### config.mk
export PLATFORM = sky130hd
export DESIGN_NAME = mem_stage_sram_ctrl_flat
export DESIGN_NICKNAME = d
export VERILOG_FILES = /design/src/rtl/mem_stage_sram_ctrl_pkg.sv /design/src/rtl/mem_stage_sram_ctrl_if.sv /design/src/rtl/mem_stage_sram_ctrl_timer.sv /design/src/rtl/mem_stage_sram_ctrl.sv /design/src/flat_wrapper.sv
export SDC_FILE = /design/constraint.sdc
export NUM_CORES = 1
export LEC_CHECK = 0
export ABC_AREA = 1
export BUFFER_PORTS_ARGS = -buffer_cell sky130_fd_sc_hd__buf_4
export CAP_MARGIN = 10
export CORE_ASPECT_RATIO = 1.75
export CORE_MARGIN = 5
export CORE_UTILIZATION = 54
export CTS_BUF_LIST = sky130_fd_sc_hd__clkbuf_8
export CTS_CLUSTER_DIAMETER = 200
export CTS_CLUSTER_SIZE = 24
export DETAILED_ROUTE_END_ITERATION = 6
export PLACE_DENSITY_LB_ADDON = 0.15
export SETUP_SLACK_MARGIN = 0.2
export SLEW_MARGIN = 30
export SYNTH_ARGS = -nofsm -noshare
export SYNTH_HDL_FRONTEND = slang
export SYNTH_SLANG_ARGS = --single-unit
### constraint.sdc
create_clock -name clk -period 4.7 [get_ports clk]
set_clock_uncertainty 0.2 [all_clocks]
set_input_delay 0.94 -clock clk [delete_from_list [all_inputs] [get_ports clk]]
set_output_delay 0.94 -clock clk [all_outputs]
set_load 0.03 [all_outputs]
### src/rtl/mem_stage_sram_ctrl_pkg.sv
// Purpose: shared widths, base address and FSM state encoding for the MEM-stage SRAM controller.
// Latency: n/a (definitions only).
// Backpressure: n/a.
package mem_ctrl_pkg;

    localparam int DATA_LEN_D      = 32;
    localparam int SRAM_DATA_LEN_D = 16;
    localparam int SRAM_ADDR_LEN_D = 18;
    localparam int BASE_ADDR_D     = 1024;
    localparam int WAIT_CYCLES_D   = 2;

    // IDLE -> LO (low halfword) -> HI (high halfword) -> DONE -> IDLE
    typedef enum logic [1:0] {
        ST_IDLE = 2'd0,
        ST_LO   = 2'd1,
        ST_HI   = 2'd2,
        ST_DONE = 2'd3
    } mem_state_e;

endpackage

### src/rtl/mem_stage_sram_ctrl_if.sv
// Purpose: bundles the EX/MEM request side, the load result/ready and the SRAM pins.
// Latency: n/a (wiring only).
// Backpressure: ready from the slave side is the freeze for the master side.
interface mem_stage_sram_ctrl_if
    import mem_ctrl_pkg::*;
#(
    parameter int DATA_LEN      = DATA_LEN_D,
    parameter int SRAM_DATA_LEN = SRAM_DATA_LEN_D,
    parameter int SRAM_ADDR_LEN = SRAM_ADDR_LEN_D
);
    logic                     MEM_R_EN;
    logic                     MEM_W_EN;
    logic [DATA_LEN-1:0]      ALU_Res;
    logic [DATA_LEN-1:0]      Val_Rm;
    logic                     ready;
    logic [DATA_LEN-1:0]      rdata;
    logic [SRAM_ADDR_LEN-1:0] SRAM_ADDR;
    logic [SRAM_DATA_LEN-1:0] SRAM_DQ_OUT;
    logic [SRAM_DATA_LEN-1:0] SRAM_DQ_IN;
    logic                     SRAM_DQ_OE;
    logic                     SRAM_WE_N;
    logic                     addr_err;

    // pipeline + SRAM device side
    modport master (
        output MEM_R_EN, MEM_W_EN, ALU_Res, Val_Rm, SRAM_DQ_IN,
        input  ready, rdata, SRAM_ADDR, SRAM_DQ_OUT, SRAM_DQ_OE, SRAM_WE_N, addr_err
    );

    // controller side
    modport slave (
        input  MEM_R_EN, MEM_W_EN, ALU_Res, Val_Rm, SRAM_DQ_IN,
        output ready, rdata, SRAM_ADDR, SRAM_DQ_OUT, SRAM_DQ_OE, SRAM_WE_N, addr_err
    );
endinterface

### src/rtl/mem_stage_sram_ctrl_timer.sv
// Purpose: loadable down-counter timing how long each halfword access is held on the bus.
// Latency: expire_o rises WAIT_CYCLES-1 cycles after the load cycle (same cycle when WAIT_CYCLES=1).
// Backpressure: none; load_i always wins over counting.
module sram_wait_timer
    import mem_ctrl_pkg::*;
#(
    parameter int WAIT_CYCLES = WAIT_CYCLES_D
) (
    input  logic clk,
    input  logic rst,
    input  logic load_i,
    output logic expire_o
);
    localparam int CW = (WAIT_CYCLES > 1) ? $clog2(WAIT_CYCLES) : 1;
    localparam logic [CW-1:0] LOAD_VAL = CW'(WAIT_CYCLES - 1);

    logic [CW-1:0] cnt_q, cnt_d;

    // reload on state entry, otherwise count down and park at zero
    always_comb begin
        cnt_d = cnt_q;
        if (load_i) begin
            cnt_d = LOAD_VAL;
        end else if (cnt_q != '0) begin
            cnt_d = cnt_q - CW'(1);
        end
    end

    // counter register
    always_ff @(posedge clk or negedge rst) begin
        if (!rst) begin
            cnt_q <= '0;
        end else begin
            cnt_q <= cnt_d;
        end
    end

    assign expire_o = (cnt_q == '0);
endmodule

### src/rtl/mem_stage_sram_ctrl.sv
// Purpose: MEM-stage sequencer running each 32-bit load/store as two 16-bit SRAM accesses.
// Latency: ready low 1+2*WAIT_CYCLES cycles per access, then high for one DONE cycle.
// Backpressure: ready=0 freezes upstream; `MEM_RANGE_CHECK_EN rejects out-of-range addresses.
module mem_stage_sram_ctrl
    import mem_ctrl_pkg::*;
#(
    parameter int DATA_LEN      = DATA_LEN_D,
    parameter int SRAM_DATA_LEN = SRAM_DATA_LEN_D,
    parameter int SRAM_ADDR_LEN = SRAM_ADDR_LEN_D,
    parameter int BASE_ADDR     = BASE_ADDR_D,
    parameter int WAIT_CYCLES   = WAIT_CYCLES_D
) (
    input logic                  clk,
    input logic                  rst,
    mem_stage_sram_ctrl_if.slave bus
);
    // word index: halfword address without its LSB
    localparam int WL = SRAM_ADDR_LEN - 1;

    mem_state_e               state_q, state_d;
    logic                     req;
    logic                     expire;
    logic                     tmr_load;
    logic                     range_bad;
    logic [DATA_LEN-1:0]      off_full;
    logic                     is_wr_q;
    logic [WL-1:0]            word_q;
    logic [DATA_LEN-1:0]      wdata_q;
    logic [SRAM_DATA_LEN-1:0] lo_q;
    logic [DATA_LEN-1:0]      rdata_q;
    logic                     ready;
    logic                     oe;
    logic                     we_n;
    logic [SRAM_ADDR_LEN-1:0] sram_addr;
    logic [SRAM_DATA_LEN-1:0] dq_out;
    logic                     unused_off_bits;

    assign req      = bus.MEM_R_EN | bus.MEM_W_EN;
    assign off_full = bus.ALU_Res - DATA_LEN'(BASE_ADDR);
    // byte-lane bits and bits above the SRAM window only matter to the range check
    assign unused_off_bits = ^{off_full[1:0], off_full[DATA_LEN-1:SRAM_ADDR_LEN+1]};

`ifdef MEM_RANGE_CHECK_EN
    logic err_q;
    assign range_bad = (bus.ALU_Res < DATA_LEN'(BASE_ADDR)) ||
                       (off_full[DATA_LEN-1:SRAM_ADDR_LEN+1] != '0);

    // remember whether the current DONE is a rejected access
    always_ff @(posedge clk or negedge rst) begin
        if (!rst) begin
            err_q <= 1'b0;
        end else if (state_q == ST_IDLE && req) begin
            err_q <= range_bad;
        end
    end
    assign bus.addr_err = (state_q == ST_DONE) && err_q;
`else
    assign range_bad    = 1'b0;
    assign bus.addr_err = 1'b0;
`endif

    // one timer shared by both halves, restarted whenever LO or HI is entered
    assign tmr_load = (state_d != state_q) && ((state_d == ST_LO) || (state_d == ST_HI));

    sram_wait_timer #(
        .WAIT_CYCLES (WAIT_CYCLES)
    ) u_timer (
        .clk      (clk),
        .rst      (rst),
        .load_i   (tmr_load),
        .expire_o (expire)
    );

    // state register; reset aborts any access in flight
    always_ff @(posedge clk or negedge rst) begin
        if (!rst) begin
            state_q <= ST_IDLE;
        end else begin
            state_q <= state_d;
        end
    end

    // next state: requests are only looked at in IDLE
    always_comb begin
        state_d = state_q;
        case (state_q)
            ST_IDLE: if (req)    state_d = range_bad ? ST_DONE : ST_LO;
            ST_LO:   if (expire) state_d = ST_HI;
            ST_HI:   if (expire) state_d = ST_DONE;
            ST_DONE:             state_d = ST_IDLE;
            default:             state_d = ST_IDLE;
        endcase
    end

    // request latch and load assembly; rdata only changes once the full word is in
    always_ff @(posedge clk or negedge rst) begin
        if (!rst) begin
            is_wr_q <= 1'b0;
            word_q  <= '0;
            wdata_q <= '0;
            lo_q    <= '0;
            rdata_q <= '0;
        end else begin
            if (state_q == ST_IDLE && req) begin
                is_wr_q <= bus.MEM_W_EN;
                word_q  <= off_full[SRAM_ADDR_LEN:2];
                wdata_q <= bus.Val_Rm;
            end
            if (state_q == ST_LO && expire && !is_wr_q) begin
                lo_q <= bus.SRAM_DQ_IN;
            end
            if (state_q == ST_HI && expire && !is_wr_q) begin
                rdata_q <= {bus.SRAM_DQ_IN, lo_q};
            end
        end
    end

    // outputs: pins idle outside LO/HI; WE_N released on the last LO cycle to split the two writes
    always_comb begin
        ready     = 1'b0;
        sram_addr = '0;
        dq_out    = '0;
        oe        = 1'b0;
        we_n      = 1'b1;
        case (state_q)
            ST_IDLE: ready = !req;
            ST_LO: begin
                sram_addr = {word_q, 1'b0};
                if (is_wr_q) begin
                    dq_out = wdata_q[SRAM_DATA_LEN-1:0];
                    oe     = 1'b1;
                    we_n   = expire;
                end
            end
            ST_HI: begin
                sram_addr = {word_q, 1'b1};
                if (is_wr_q) begin
                    dq_out = wdata_q[DATA_LEN-1:SRAM_DATA_LEN];
                    oe     = 1'b1;
                    we_n   = 1'b0;
                end
            end
            ST_DONE: ready = 1'b1;
            default: ready = 1'b0;
        endcase
    end

    assign bus.ready       = ready;
    assign bus.rdata       = rdata_q;
    assign bus.SRAM_ADDR   = sram_addr;
    assign bus.SRAM_DQ_OUT = dq_out;
    assign bus.SRAM_DQ_OE  = oe;
    assign bus.SRAM_WE_N   = we_n;
endmodule

### src/flat_wrapper.sv
// flat-port wrapper written by rule: the top's interface ports become plain ports
module mem_stage_sram_ctrl_flat import mem_ctrl_pkg::*;
#(
    parameter int DATA_LEN      = DATA_LEN_D,
    parameter int SRAM_DATA_LEN = SRAM_DATA_LEN_D,
    parameter int SRAM_ADDR_LEN = SRAM_ADDR_LEN_D,
    parameter int BASE_ADDR     = BASE_ADDR_D,
    parameter int WAIT_CYCLES   = WAIT_CYCLES_D
)
  (clk, rst, bus_MEM_R_EN, bus_MEM_W_EN, bus_ALU_Res, bus_Val_Rm, bus_SRAM_DQ_IN, bus_ready, bus_rdata, bus_SRAM_ADDR, bus_SRAM_DQ_OUT, bus_SRAM_DQ_OE, bus_SRAM_WE_N, bus_addr_err);
  mem_stage_sram_ctrl_if #(.DATA_LEN(DATA_LEN), .SRAM_DATA_LEN(SRAM_DATA_LEN), .SRAM_ADDR_LEN(SRAM_ADDR_LEN)) bus_i ();
  input logic clk;
  input logic rst;
  input wire logic [$bits(bus_i.MEM_R_EN)-1:0] bus_MEM_R_EN;
  input wire logic [$bits(bus_i.MEM_W_EN)-1:0] bus_MEM_W_EN;
  input wire logic [$bits(bus_i.ALU_Res)-1:0] bus_ALU_Res;
  input wire logic [$bits(bus_i.Val_Rm)-1:0] bus_Val_Rm;
  input wire logic [$bits(bus_i.SRAM_DQ_IN)-1:0] bus_SRAM_DQ_IN;
  output wire logic [$bits(bus_i.ready)-1:0] bus_ready;
  output wire logic [$bits(bus_i.rdata)-1:0] bus_rdata;
  output wire logic [$bits(bus_i.SRAM_ADDR)-1:0] bus_SRAM_ADDR;
  output wire logic [$bits(bus_i.SRAM_DQ_OUT)-1:0] bus_SRAM_DQ_OUT;
  output wire logic [$bits(bus_i.SRAM_DQ_OE)-1:0] bus_SRAM_DQ_OE;
  output wire logic [$bits(bus_i.SRAM_WE_N)-1:0] bus_SRAM_WE_N;
  output wire logic [$bits(bus_i.addr_err)-1:0] bus_addr_err;
  assign bus_i.MEM_R_EN = bus_MEM_R_EN;
  assign bus_i.MEM_W_EN = bus_MEM_W_EN;
  assign bus_i.ALU_Res = bus_ALU_Res;
  assign bus_i.Val_Rm = bus_Val_Rm;
  assign bus_i.SRAM_DQ_IN = bus_SRAM_DQ_IN;
  assign bus_ready = bus_i.ready;
  assign bus_rdata = bus_i.rdata;
  assign bus_SRAM_ADDR = bus_i.SRAM_ADDR;
  assign bus_SRAM_DQ_OUT = bus_i.SRAM_DQ_OUT;
  assign bus_SRAM_DQ_OE = bus_i.SRAM_DQ_OE;
  assign bus_SRAM_WE_N = bus_i.SRAM_WE_N;
  assign bus_addr_err = bus_i.addr_err;
  mem_stage_sram_ctrl #(.DATA_LEN(DATA_LEN), .SRAM_DATA_LEN(SRAM_DATA_LEN), .SRAM_ADDR_LEN(SRAM_ADDR_LEN), .BASE_ADDR(BASE_ADDR), .WAIT_CYCLES(WAIT_CYCLES)) u_core (.clk(clk), .rst(rst), .bus(bus_i));
endmodule
==> impl_metrics.toml, run 1 <==
[yosys]
postSynthNetCount = 619
synth_enable_flop_cells = 0
yosysSeqAreaShare = 0.550
synth.distinct_cells = 28
synthCells = 528
asyncSetResetFlopFracSynth = 1.00
ys_ff_latch = 101
yosys.cell_count.top_type = "sky130_fd_sc_hd__nand2_1"
post-synth-top-area-cell = "sky130_fd_sc_hd__dfrtp_1"
warnings_synthesis = 0
netlist.area_leader.share = 0.550
avgSynthCellArea_um2 = 8.70
syn-cell-area_um2 = 4590
synth_common_cells = "sky130_fd_sc_hd__nand2_1, sky130_fd_sc_hd__dfrtp_1, sky130_fd_sc_hd__inv_1"
synth-main-ff-cell = "sky130_fd_sc_hd__dfrtp_1"
post_synth_main_area_contributors = "sky130_fd_sc_hd__dfrtp_1, sky130_fd_sc_hd__nand2_1, sky130_fd_sc_hd__mux2_4"

[detailed_routing]
count_of_vias_placed_by_the_detailed_router = 3770
wl_per_cell_um = 13.6
routed_wl_um = 10500
ant_nets = 0
drt_first_pass_iters = 5
route.detailed.vias_per_inst = 4.88
drt_iter0_drc = 177
remaining_drc_errors = 0

[finish]
layout.nets = 744
final_cell_area_um2 = 5830
antenna_cells_inserted = 0
utilization = 0.701
area.growth.synth_to_final_pct = 26.9
post_route_cells_drive_above_1_share = 0.277

[sta]
hold_viol = 0
setup_viol = 0
tightest_slew_ps = 754
maxClockFrequency_mhz = 272
setup-tns-final_ps = 0
maxSlewHeadroom = 0.497
rsz0062_at_grt = "false"
final.period_utilization = 0.782
fin_crit_ps = 3680
report.final.slew_viol_count = 0
setup_ws_ps = 1020

[clock_tree]
ctsHtreeMaxLevel = 3
clock_sink_count = 101
postCtsHoldBufs = 0
clk_latency_ps = 360
clock_slew_at_the_register_clock_pins_of_the_worst_setup_and_hold_paths_ps = 90
clk_root_buffer_cell = "sky130_fd_sc_hd__clkbuf_8"
clk_path_buf_depth = 2
postCtsResizedCells = 0
numCtsBuffers = 9
cts_tree = "built"
cts.repair_timing.setup_buffer_count = 0

[global_route]
grt_pass1_wl_um = 17200
grtUsageTotal = 0.205
number_of_global_route_vias_before_repair = 3783
grt_start_max_net_pins = 78
globalRoute.totalOverflow = 0
number_of_antenna_violations_at_the_first_check_in_global_routing = 0

[setup_path]
setup.reg_to_reg.worst_slack_ps = 1960
worstPathCellList = "inv_1 > ha_1 > inv_1 > nand2_1 > nand2_2 > nor2_1 > buf_4"
top_fanout_value_on_the_critical_path = 18
worst_endpoint_required_time_ps = 3560
cpPeakStageDelay_ps = 680
worst_path_max_delay_cell = "sky130_fd_sc_hd__ha_1"
critical_path.top_delay_family = "adder cells"
cp-end-kind = "primary output"
path_common_cell = "sky130_fd_sc_hd__inv_1"
critical_path_arrival_ps = 2540
worstSetupPathType = "flip-flop to primary output"
crit_buf_inv = 3
setup.worst_path.start_class = "flip-flop"

[power]
power.density_nw_per_um2 = 697
ir_worst_vdd_v = 0.000343
leakagePower_uw = 0.00318
post-layout-total-power_uw = 4060

[die]
floorplan.initialDensity = 0.553
floorplan.core_area_um2 = 8310
die-area_um2 = 10500
io_pins = 154
core.rowCount = 44
die_height_um = 132
die-width_um = 79.7

[placement]
routabilityCongestion = 0.767
post-place-ws_ps = 1360
hpwlAfterDp_um = 7750
portBuffers = 137
placed_area_um2 = 5620

[worst_hold_path]
min-delay-path-class = "flip-flop to flip-flop"

[run]
cap_viol_max_count = 0

[run_status]
run_status = "complete, no violations"
## report_power, final
group	total, uW	internal [uW]	switching (uW)	leakage, uW
combinational	1990	716	1270	0.00185
sequential	1520	1290	224	0.00124
clock	559	263	296	0.0000951
## flip-flops by register name, indices dropped and copies added (netlist names)
| signal | count |
|---|---|
| u_core.u_timer.cnt_q | 1 |
| u_core.lo_q | 16 |
| u_core.wdata_q | 32 |
| u_core.word_q | 17 |
| u_core.is_wr_q | 1 |
| u_core.bus.rdata | 32 |
| u_core.state_q | 2 |
## final cells by class
type                       instances  area (um^2)
multi-input combinational        349         1700
sequential                       101         2530
fill                             697         2480
inverter                          53          199
clock buffer                      10          138
timing repair buffer             139         1050
tap                              115          144
clock inverter                     6         70.1
## logic make-up (layout without fill, tap and decap cells)
group / Yosys count / count (layout) / share of synthesized area
flops: 101 / 101 / 0.550
compound gates: 70 / 70 / 0.0798
other cells: 1 / 1 / 0.000816
simple gates: 255 / 255 / 0.218
buf+inv: 78 / 208 / 0.0803
fa+ha+maj: 7 / 7 / 0.0191
mux: 16 / 16 / 0.0523
## placed cells by master, fill, tap and decap left out, drive strengths merged
cell      count
nand2       214
buf         139
dfrtp       101
inv          54
o21ai        49
nor2         28
a21oi        17
mux2         16
nand3        11
clkbuf       10
ha            7
clkinvlp      3
o211ai        1
nor3          1
a22oi         1
o22ai         1
or2           1
a31oi         1
conb          1
clkinv        1
bufinv        1
## worst register-to-register path, cell delays in order, from the launching register on
cell	delay [ps]
sky130_fd_sc_hd__dfrtp_1	440
sky130_fd_sc_hd__inv_1	200
sky130_fd_sc_hd__ha_1	680
sky130_fd_sc_hd__nand3_4	610
sky130_fd_sc_hd__mux2_4	510
## metal layers
metal,GRT usage,wire length (um)
met2,0.356,5570
met4,0.0631,113
met3,0.0486,659
met5,0,0
met1,0.247,4160
## final timing paths
check                                       end  cells past startpoint          startpoint
min in group asynchronous  u_core.bus.rdata[18]                      1                 rst
setup / recovery              bus_SRAM_ADDR[16]                      7   u_core.state_q[0]
setup reg to reg            u_core.bus.rdata[6]                      4   u_core.state_q[0]
hold / removal               u_core.wdata_q[14]                      2  u_core.wdata_q[14]
hold reg to reg              u_core.wdata_q[14]                      2  u_core.wdata_q[14]
max in group asynchronous        u_core.lo_q[1]                      2                 rst
## metrics by stage
| step | cells | hold slack, ps |
|---|---|---|
| global route | 773 | 297 |
| floorplan | 528 | 242 |
| global placement | 757 | 254 |
| CTS | 773 | 283 |
| detailed placement | 757 | 259 |
| finish | 773 | 280 |
Power figures use the tool's default switching activity.
==> inputs of run 2 (changes only) <==
Settings changed: ABC_AREA 1 to 0, CORE_UTILIZATION 54 to 47.
Clock period 4.7 ns to 3.3 ns, I/O delays scaled along.
==> impl_metrics.toml, run 2 <==
[yosys]
post_synth_main_area_contributors = "sky130_fd_sc_hd__dfrtp_1, sky130_fd_sc_hd__nand2_1, sky130_fd_sc_hd__mux2_2"
avgSynthCellArea_um2 = 10.5
yosysSeqAreaShare = 0.573
postSynthNetCount = 512
synth_common_cells = "sky130_fd_sc_hd__nand2_1, sky130_fd_sc_hd__dfrtp_1, sky130_fd_sc_hd__mux2_2"
warnings_synthesis = 0
synthCells = 421
syn-cell-area_um2 = 4410
asyncSetResetFlopFracSynth = 1.00
synth_enable_flop_cells = 0
ys_ff_latch = 101
yosys.cell_count.top_type = "sky130_fd_sc_hd__nand2_1"
post-synth-top-area-cell = "sky130_fd_sc_hd__dfrtp_1"
synth.distinct_cells = 36
netlist.area_leader.share = 0.573
synth-main-ff-cell = "sky130_fd_sc_hd__dfrtp_1"

[global_route]
number_of_antenna_violations_at_the_first_check_in_global_routing = 0
gr-usage-met2 = 0.300
number_of_global_route_vias_before_repair = 3436
grt_start_max_net_pins = 102
grtUsageTotal = 0.173
top_usage_layer = "met2"
use_met1 = 0.205
grt_pass1_wl_um = 16400
globalRoute.totalOverflow = 0
met3_track_usage_gr = 0.0499

[sta]
hold_viol = 0
rsz0062_at_grt = "true"
setup-tns-final_ps = 0
maxClockFrequency_mhz = 323
report.final.slew_viol_count = 0
maxSlewHeadroom = 0.552
fin_crit_ps = 3090
final.period_utilization = 0.937
setup_viol = 0
tightest_slew_ps = 669

[die]
die-area_um2 = 11500
die_height_um = 138
die-width_um = 83.3
io_pins = 154
floorplan.initialDensity = 0.482
core.rowCount = 46
floorplan.core_area_um2 = 9150

[detailed_routing]
remaining_drc_errors = 0
routed_wl_um = 9980
ant_nets = 0
route.detailed.vias_per_inst = 4.97
wl_per_cell_um = 14.7
count_of_vias_placed_by_the_detailed_router = 3364
drt_iter0_drc = 113
drt_first_pass_iters = 4

[finish]
utilization = 0.633
post_route_cells_drive_above_1_share = 0.355
layout.cells.most_common_list = "sky130_fd_sc_hd__buf_4, sky130_fd_sc_hd__nand2_1, sky130_fd_sc_hd__dfrtp_1, sky130_fd_sc_hd__mux2_2, sky130_fd_sc_hd__nor2_1"
layout.nets = 643
mostFrequentLayoutCell = "sky130_fd_sc_hd__buf_4"
nFillCells = 779
instances_no_fill = 677
area.growth.synth_to_final_pct = 31.2
antenna_cells_inserted = 0

[setup_path]
cp-end-kind = "primary output"
worst_path_max_delay_cell = "sky130_fd_sc_hd__dfrtp_1"
cpPeakStageDelay_ps = 460
worstSetupPathType = "flip-flop to primary output"
worstPathCellList = "inv_1 > ha_1 > nand2_1 > nor2_1 > buf_4"
setup.reg_to_reg.worst_slack_ps = 890
critical_path_arrival_ps = 2230
top_fanout_value_on_the_critical_path = 17
timing.reg2reg.worst_path_depth = 6
setup.worst_path.start_class = "flip-flop"
worst_endpoint_required_time_ps = 2440

[placement]
hpwlAfterDp_um = 7120
placed_cells = 661
routabilityCongestion = 0.809
portBuffers = 137

[power]
power.density_nw_per_um2 = 1030
leakagePower_uw = 0.00288
ir_worst_vdd_v = 0.000464

[clock_tree]
ctsHtreeMaxLevel = 3
clk_latency_ps = 360
clock_slew_at_the_register_clock_pins_of_the_worst_setup_and_hold_paths_ps = 100
clock_sink_count = 101
clk_path_buf_depth = 2
clk_root_buffer_cell = "sky130_fd_sc_hd__clkbuf_8"
numCtsBuffers = 9
cts.repair_timing.setup_buffer_count = 0
postCtsHoldBufs = 0
cts_tree = "built"

[run]
cap_viol_max_count = 0

[run_status]
run_status = "complete, no violations"

[worst_hold_path]
min-delay-path-class = "input port to async pin"
==> run 2: changes by cell type after synthesis, moves of 9 or more <==
cell | before | now
sky130_fd_sc_hd__mux2_2 | 0 | 32
sky130_fd_sc_hd__nand3_1 | 10 | 1
sky130_fd_sc_hd__and2_1 | 0 | 17
sky130_fd_sc_hd__mux2_1 | 0 | 16
sky130_fd_sc_hd__inv_1 | 50 | 5
sky130_fd_sc_hd__o21ai_0 | 40 | 8
sky130_fd_sc_hd__clkbuf_1 | 2 | 15
sky130_fd_sc_hd__mux2_4 | 16 | 0
sky130_fd_sc_hd__nand2_1 | 213 | 132
sky130_fd_sc_hd__a21oi_1 | 17 | 3
sky130_fd_sc_hd__a22oi_1 | 0 | 16
==> run 2: final cells by class <==
| type | instances | area (um^2) | share of cell area |
|---|---|---|---|
| sequential | 101 | 2530 | 0.437 |
| inverter | 5 | 18.8 | 0.00324 |
| clock inverter | 6 | 76.3 | 0.0132 |
| tap | 120 | 150 | 0.0259 |
| timing repair buffer | 145 | 1100 | 0.190 |
| clock buffer | 10 | 138 | 0.0238 |
| multi-input combinational | 290 | 1780 | 0.307 |
==> run 2: cells by family (layout without fill, tap and decap cells) <==
logic type,Yosys count,count (layout),synth area share
AND/OR/NAND/NOR,192,192,0.190
flip-flops,101,101,0.573
multiplexers,48,48,0.122
AO/OA/AOI/OAI,39,39,0.0593
buffers and inverters,30,166,0.0289
adder cells (fa/ha/maj),7,7,0.0198
XOR/XNOR,3,3,0.00596
other,1,1,0.000850
==> run 2: worst paths after layout <==
kind                               startpoint                  end
setup / recovery            u_core.state_q[0]   bus_SRAM_DQ_OUT[4]
hold / removal                            rst       u_core.lo_q[3]
setup reg to reg            u_core.state_q[0]  u_core.bus.rdata[1]
hold reg to reg            u_core.wdata_q[19]   u_core.wdata_q[19]
max in group asynchronous                 rst   u_core.wdata_q[27]
min in group clk               bus_Val_Rm[23]   u_core.wdata_q[23]
==> run 2: where the power goes <==
part           internal, uW  switching (uW)
Combinational          1190            1750
Sequential             1850             339
Clock                   385             451
Total                  3430            2540
==> run 2: what timing repair did <==
| item | CTS | global route |
|---|---|---|
| gates resized for setup | 1 | 0 |
| endpoints found under the setup margin | 17 | 34 |
| pin swaps | 0 | 0 |
==> run 2: per-layer routing <==
metal  wire length, um  up-vias
met3               619        8
met5                 0        -
met2              5160       97
met1              4080     1612
met4               121        0
li1                  -     1647
==> run 2: metrics by stage <==
stage | instance area, um^2 | power, uW | hold slack [ps] | setup slack [ps]
6_report | 5790 | 5970 | 128 | 208
4_1_cts | 5790 | 6050 | 150 | 198
3_3_place_gp | 5570 | 5090 | 258 | 474
3_5_place_dp | 5570 | 5200 | 259 | 346
5_1_grt | 5790 | 6370 | 167 | 49.0
2_1_floorplan | 4410 | 4140 | 164 | 611
==> run 2: critical path: cells and delay by family (launching register included) <==
family                   cells  cell delay [ps]
buffers and inverters        2              350
AND/OR/NAND/NOR              2              670
adder cells (fa/ha/maj)      1              380
flip-flops                   1              460
